### src/rtl/beat_tempo_generator.sv
// Metronome core with debounced tempo/run buttons.
// A phase accumulator advances by bpm each cycle and issues a beat whenever
// it crosses CLK_HZ*60. This gives exactly bpm beats per minute with no divider.
module beat_tempo_generator #(
  parameter int unsigned CLK_HZ          = 27000000,
  parameter int unsigned BPM_MIN         = 40,
  parameter int unsigned BPM_MAX         = 240,
  parameter int unsigned BPM_RESET       = 120,
  parameter int unsigned BEATS           = 8,
  parameter int unsigned DEBOUNCE_CYCLES = 270000
) (
  input  logic       clk,
  input  logic       rst_n,
  input  logic       btn_up,
  input  logic       btn_down,
  input  logic       btn_run,
  output logic       beat_tick,
  output logic [3:0] beat_num,
  output logic       accent,
  output logic [7:0] bpm,
  output logic       running
);

  localparam int unsigned CW       = $clog2(DEBOUNCE_CYCLES + 1);
  localparam logic [CW-1:0] CNT_LAST = CW'(DEBOUNCE_CYCLES - 1);
  localparam logic [32:0] THRESH   = 33'(CLK_HZ * 60);
  localparam logic [7:0]  BPM_LO   = 8'(BPM_MIN);
  localparam logic [7:0]  BPM_HI   = 8'(BPM_MAX);
  localparam logic [7:0]  BPM_INIT = 8'(BPM_RESET);
  localparam logic [3:0]  BEAT_LAST = 4'(BEATS);

  // Button order inside vectors: 0 = up, 1 = down, 2 = run.
  logic [2:0] btn_raw;
  logic [2:0] press_evt;

  assign btn_raw = {btn_run, btn_down, btn_up};

  genvar gi;
  generate
    for (gi = 0; gi < 3; gi++) begin : g_btn
      logic          sync1_q, sync2_q;
      logic          level_q, level_d;
      logic          level_prev_q;
      logic [CW-1:0] cnt_q, cnt_d;

      // Debounce: flip the level only after CNT_LAST+1 consecutive mismatches.
      always_comb begin
        cnt_d   = '0;
        level_d = level_q;
        if (sync2_q != level_q) begin
          if (cnt_q == CNT_LAST) begin
            level_d = sync2_q;
          end else begin
            cnt_d = cnt_q + 1'b1;
          end
        end
      end

      // Synchronizer, debounce counter and edge-detect history.
      always_ff @(posedge clk or negedge rst_n) begin
        if (!rst_n) begin
          sync1_q      <= 1'b0;
          sync2_q      <= 1'b0;
          level_q      <= 1'b0;
          level_prev_q <= 1'b0;
          cnt_q        <= '0;
        end else begin
          sync1_q      <= btn_raw[gi];
          sync2_q      <= sync1_q;
          level_q      <= level_d;
          level_prev_q <= level_q;
          cnt_q        <= cnt_d;
        end
      end

      // Only the press edge is an event; a release is ignored.
      assign press_evt[gi] = level_q & ~level_prev_q;
    end
  endgenerate

  logic up_evt, down_evt, run_evt;
  assign up_evt   = press_evt[0];
  assign down_evt = press_evt[1];
  assign run_evt  = press_evt[2];

  logic [7:0]  bpm_q, bpm_d;
  logic        running_q, running_d;
  logic        start_q, start_d;
  logic [31:0] acc_q, acc_d;
  logic [3:0]  num_q, num_d;
  logic        tick_q, tick_d;
  logic        accent_q, accent_d;
  logic [32:0] acc_sum;

  assign acc_sum = {1'b0, acc_q} + {25'd0, bpm_q};

  // Tempo adjust: saturating, and a simultaneous up+down cancels out.
  always_comb begin
    bpm_d = bpm_q;
    if (up_evt && !down_evt && bpm_q < BPM_HI) begin
      bpm_d = bpm_q + 8'd1;
    end else if (down_evt && !up_evt && bpm_q > BPM_LO) begin
      bpm_d = bpm_q - 8'd1;
    end
  end

  // Run/stop plus beat generation. start_q delays the start beat by one cycle.
  // Accumulation begins after that beat, so the first bar is full length.
  always_comb begin
    running_d = running_q ^ run_evt;
    start_d   = 1'b0;
    acc_d     = acc_q;
    num_d     = num_q;
    tick_d    = 1'b0;
    accent_d  = 1'b0;
    if (run_evt && !running_q) begin
      acc_d   = '0;
      num_d   = 4'd1;
      start_d = 1'b1;
    end else if (run_evt || !running_q) begin
      // Stopping (any overflow this cycle is dropped) or idle.
      acc_d = '0;
    end else if (start_q) begin
      acc_d    = '0;
      num_d    = 4'd1;
      tick_d   = 1'b1;
      accent_d = 1'b1;
    end else if (acc_sum >= THRESH) begin
      acc_d    = 32'(acc_sum - THRESH);
      tick_d   = 1'b1;
      num_d    = (num_q >= BEAT_LAST) ? 4'd1 : num_q + 4'd1;
      accent_d = (num_d == 4'd1);
    end else begin
      acc_d = acc_sum[31:0];
    end
  end

  // Core state and registered outputs.
  always_ff @(posedge clk or negedge rst_n) begin
    if (!rst_n) begin
      bpm_q     <= BPM_INIT;
      running_q <= 1'b0;
      start_q   <= 1'b0;
      acc_q     <= '0;
      num_q     <= 4'd1;
      tick_q    <= 1'b0;
      accent_q  <= 1'b0;
    end else begin
      bpm_q     <= bpm_d;
      running_q <= running_d;
      start_q   <= start_d;
      acc_q     <= acc_d;
      num_q     <= num_d;
      tick_q    <= tick_d;
      accent_q  <= accent_d;
    end
  end

  assign beat_tick = tick_q;
  assign beat_num  = num_q;
  assign accent    = accent_q;
  assign bpm       = bpm_q;
  assign running   = running_q;

endmodule

### config.mk
export PLATFORM = sky130hd
export DESIGN_NAME = beat_tempo_generator
export DESIGN_NICKNAME = d
export VERILOG_FILES = /design/src/rtl/beat_tempo_generator.sv
export SDC_FILE = /design/constraint.sdc
export NUM_CORES = 1
export LEC_CHECK = 0
export ABC_AREA = 1
export CAP_MARGIN = 40
export CORE_MARGIN = 2
export CORE_UTILIZATION = 58
export CTS_CLUSTER_DIAMETER = 50
export DETAILED_ROUTE_END_ITERATION = 10
export GPL_TIMING_DRIVEN = 0
export MAX_ROUTING_LAYER = met4
export PLACE_DENSITY = 0.75
export SLEW_MARGIN = 20
export SYNTH_ARGS = -nofsm -noshare
export SYNTH_HDL_FRONTEND = slang
export SYNTH_SLANG_ARGS = --single-unit
### constraint.sdc
create_clock -name clk -period 5.45 [get_ports clk]
set_input_delay 1.635 -clock clk [delete_from_list [all_inputs] [get_ports clk]]
set_output_delay 1.635 -clock clk [all_outputs]
set_load 0.02 [all_outputs]
Yosys cells after proc, flatten, opt, wreduce, memory -nomap -nowiden:

Index checks and enable logic that the tools add are counted.

* output and inout bits: 15
* bits of input ports: 5
* register bits after elaboration: 117

* magnitude comparators: 4
* add/sub/neg operators: 8
* bitwise gates (word level): 7
* reduce and logical (&&, ||, !) cells: 15
* equal/unequal tests: 8
* multiplexer cells: 26

Operators with widths (number)
* 32-bit two-way mux: 4
* 19-bit two-way mux: 6
* 19-bit by 1-bit adder with 19-bit output, second input constant: 3
* 19-bit equality test, second input constant: 3
* 32-bit by 8-bit adder with 33-bit output: 1
* 33-bit by 31-bit greater-or-equal comparator with 1-bit output, second input constant: 1
* 32-bit by 31-bit subtractor with 32-bit output, second input constant: 1
* 4-bit two-way mux: 5
* 8-bit two-way mux: 2
* 1-bit two-way mux: 9
* 8-bit by 1-bit adder with 8-bit output, second input constant: 1
* 8-bit by 6-bit greater-than comparator with 1-bit output, second input constant: 1
* 8-bit less-than comparator, second input constant: 1
* 2-bit AND reduction: 4
* 8-bit by 1-bit subtractor with 8-bit output, second input constant: 1
* 1-bit logical AND: 5
* 4-bit by 1-bit adder with 4-bit output, second input constant: 1
* 4-bit by 1-bit equality test with 1-bit output, second input constant: 1
* 4-bit greater-or-equal comparator, second input constant: 1
* 1-bit AND: 3
* 1-bit zero test: 3
* 1-bit inequality test: 3
* 1-bit inverter: 3
* 3-bit nonzero test: 1
* 4 further kinds: 4

Depth between registers and ports, before layout:

* word-level depth: 7
* depth in mapped cells: 21
* gate-level depth less buffers: 21

Least setup slack after synthesis:

Ideal clock, no wire load.

* path type: flip-flop to flip-flop
* from: reg bpm_q[0], in the netlist bpm[0]
* to: reg acc_q[30]
* stages on the path, launching flop included: 22
* data arrival time: 2.887 ns
* setup time: 0.121 ns
* clock period less this slack: 3.008 ns
* data required time: 5.329 ns
* slack: 2.442 ns
* buffers on the path: 1
* cell sequence: dfrtp_1 -> ha_1 -> fa_1 -> nand2_1 -> nand2_1 -> nand3_1 -> nand2_1 -> nand2_1 -> and2_1 -> clkbuf_2 -> inv_1 -> ha_1 -> nor2_1 -> nand2_1 -> nand2_1 -> nand2_1 -> nand2_1 -> nand2_1 -> nand2_1 -> nand2_1 -> nand2_1 -> a21oi_1

* longest elaborated chain between the ends: 6
* elaborated cells between the ends (all ways): 7
* classes of those cells: add/sub: 2; order compare: 1; mux: 4

Ends and longest elaborated chain
* from (decl): RTL line 86 `logic [7:0] bpm_q, bpm_d;`
* from (signal assigned): RTL line 149 `bpm_q <= bpm_d;`
* 32-bit by 8-bit adder with 33-bit output (*): RTL line 95 `assign acc_sum = {1'b0, acc_q} + {25'd0, bpm_q};`
* 32-bit by 31-bit subtractor with 32-bit output or 33-bit by 31-bit greater-or-equal comparator with 1-bit output (tied branches): RTL line 129, 128
* 32-bit two-way mux (*): RTL line 128 `end else if (acc_sum >= THRESH) begin`
* 32-bit two-way mux (*): RTL line 123 `end else if (start_q) begin`
* 32-bit two-way mux (*): RTL line 120 `end else if (run_evt || !running_q) begin`
* 32-bit two-way mux (*): RTL line 116 `if (run_evt && !running_q) begin`
* via acc_d[30]: RTL line 89 `logic [31:0] acc_q, acc_d;`
* to (signal assigned): RTL line 144 `acc_q <= '0;`
* to (signal assigned): RTL line 152 `acc_q <= acc_d;`
* to (decl): RTL line 89

The timed path passes the listed nets; every way through them passes the cells marked *.
A chain may end at the register's enable or synchronous reset.

Worst setup path in the final report:

Ends and elaborated chain as after synthesis.

==> results.cfg <==
[final_layout]
fin_area_um2 = 8760
stdcell_count = 1333
areaGrowthSynthToFinish_pct = 13.3
layout_commonest_cell = nand2_1
num_antenna_cells = 0
layout_common_cells = nand2_1, inv_1, nor2_1
layout.nets = 1175
utilization = 0.667
drive_above_1_share = 0.0787

[grt]
track_usage = 0.270
grt_pass1_vias = 6483
antenna_found_initial = 0
grt_pass1_wl_um = 30000
gr-total-overflow = 0
grt_max_degree = 68

[worst_setup_path]
endpoint_kind = register
startpoint_type = register
critPathLaunch = bpm[0]
path_cells = ha_1 -> fa_1 -> nand2_1 -> nand2_1 -> nand3_1 -> nand2_1 -> nand2_1 -> and2_1 -> clkbuf_2 -> inv_1 -> ha_1 -> nor2_1 -> nand2_1 -> nand2_1 -> nand2_1 -> nand2_1 -> nand2_1 -> nand3_1 -> nand2_1 -> a21oi_1
crit_required_ps = 5770
cp_common_cell = nand2_1
slowest_delay_ps = 480
critPathKind = register to register
cp_slowest_cell = fa_1
r2r_start = bpm[0]
crit_buf_inv = 2
cp_top_family = simple AND/OR/NAND/NOR gates
crit_path_max_fanout = 6
cp.arrival_ps = 3900

[clocking]
hold_buffers = 0
cts_root_buf = clkbuf_16
clock_latency_ps = 420
cts_setup_buffers = 0
htree_levels = 4
cts_tree = done
cts.sinks = 117
cts_buffers = 17
clock_path_buffers = 2
path_clk_slew_ps = 60
cts_resized = 0

[synthesis]
synth.top_cell.area_share = 0.362
synth_area_um2 = 7740
yosys.cell_types.count = 48
synth_seq_area_share = 0.379
synth_area_per_cell_um2 = 7.00
synth_nets = 1135
synth.largest_area_cell = dfrtp_1
ys_ff_latch = 117
ys_warn_count = 0
netlist_top_cells_area = dfrtp_1, nand2_1, inv_1
async_flop_share = 1.00
synthCells = 1105
ys_dominant_reg_cell = dfrtp_1
synth_edf_count = 0

[timing]
setup_viol = 0
hold_violations = 0
post-route-period-util = 0.656
rsz0062_at_grt = false
hold-worst-slack_ps = 346
fin_ws_ps = 1880
worst_pin_slew_ps = 823
drv_slew = 0
min_period_ps = 3570
tns_ps = 0
maxSlewHeadroom = 0.451
fin_worst_skew_ps = 7.32
max_freq_mhz = 280

[pwr]
finalPower_mw = 2.01
ir_drop_mv = 0.284
power-per-cell-area_nw_per_um2 = 229
leakagePower_nw = 4.09

[min_path]
hold_path.class = register to register
worstHoldStart = g_btn[2].sync1_q

[placed_design]
dp.cells = 1302
preCtsSetupSlack_ps = 1920
placed_cell_area_um2 = 8180
routabilityCongestion = 0.934
port_buffers = 19
dp_hpwl_um = 13100

[drt]
drc = 0
drtIter0Drc = 500
totalWireLength_um = 17300
drtPass1Iterations = 5
num_vias = 7085
ant_nets = 0
avgViaCountPerCell = 5.32
wl_per_cell_um = 13.0

[floorplan]
die_h_um = 120
core-area_um2 = 13100
die-area_um2 = 14300
die_w_um = 120
io_pins = 20
start_util = 0.589
rows = 42

[job]
timing.max_cap.violations = 0

[outcome]
status = finished clean
==> kinds of logic (layout without fill, tap and decap cells) <==
| logic type | Yosys count | count (layout) | share of synthesized area |
|---|---|---|---|
| xor+xnor | 30 | 30 | 0.0340 |
| fa+ha+maj | 25 | 25 | 0.0424 |
| compound gates | 88 | 88 | 0.0648 |
| mux | 4 | 4 | 0.00566 |
| flops | 117 | 117 | 0.379 |
| buf+inv | 174 | 226 | 0.0884 |
| simple gates | 667 | 667 | 0.386 |
==> report_power, final <==
group / internal [mW] / switching [mW]
Combinational: 0.0130 / 0.0298
Sequential: 0.877 / 0.00509
Clock: 0.692 / 0.393
==> Yosys cell counts, drive strengths merged, types with 13 or more instances <==
| cell | instances |
|---|---|
| xor2 | 23 |
| dfrtp | 112 |
| nor2 | 170 |
| nor3 | 44 |
| o21ai | 13 |
| inv | 159 |
| nor3b | 14 |
| nand2 | 301 |
| nand3 | 92 |
| nand4 | 27 |
| ha | 23 |
| a21oi | 54 |
==> final timing paths <==
kind	endpoint	slack [ps]	cells past startpoint
setup / recovery	acc_q[30]	1880	20
hold / removal	g_btn[2].sync2_q	350	0
setup reg to reg	acc_q[30]	1880	20
hold reg to reg	g_btn[2].sync2_q	350	0
max in group asynchronous	beat_num[0]	3560	2
min in group asynchronous	g_btn[0].cnt_q[6]	1160	1
==> routing by layer <==
metal / vias to the layer above / wire length [um] / part of all wire / global-route usage
met4: 0 / 469 / 0.027 / 0.101
met3: 34 / 998 / 0.058 / 0.0570
met5: - / 0 / 0 / -
li1: 3638 / - / - / -
met2: 180 / 7790 / 0.45 / 0.405
met1: 3233 / 8020 / 0.46 / 0.363
==> cell type report <==
type / count / area [um2]
clock buffer: 19 / 453
buffer: 14 / 83.8
timing repair buffer: 21 / 223
clock inverter: 12 / 130
tap: 176 / 220
sequential: 117 / 2930
multi-input combinational: 814 / 4120
fill: 1121 / 4370
inverter: 160 / 601
==> sequential cells by signal, summed over array words and instances (netlist names) <==
register / cells
beat_num: 4
beat_tick: 1
g_btn.cnt_q: 57
g_btn.level_q: 3
accent: 1
g_btn.sync1_q: 3
g_btn.level_prev_q: 3
running: 1
g_btn.sync2_q: 3
acc_q: 32
bpm: 8
start_q: 1
No activity file was read; power rests on OpenSTA's default activity.
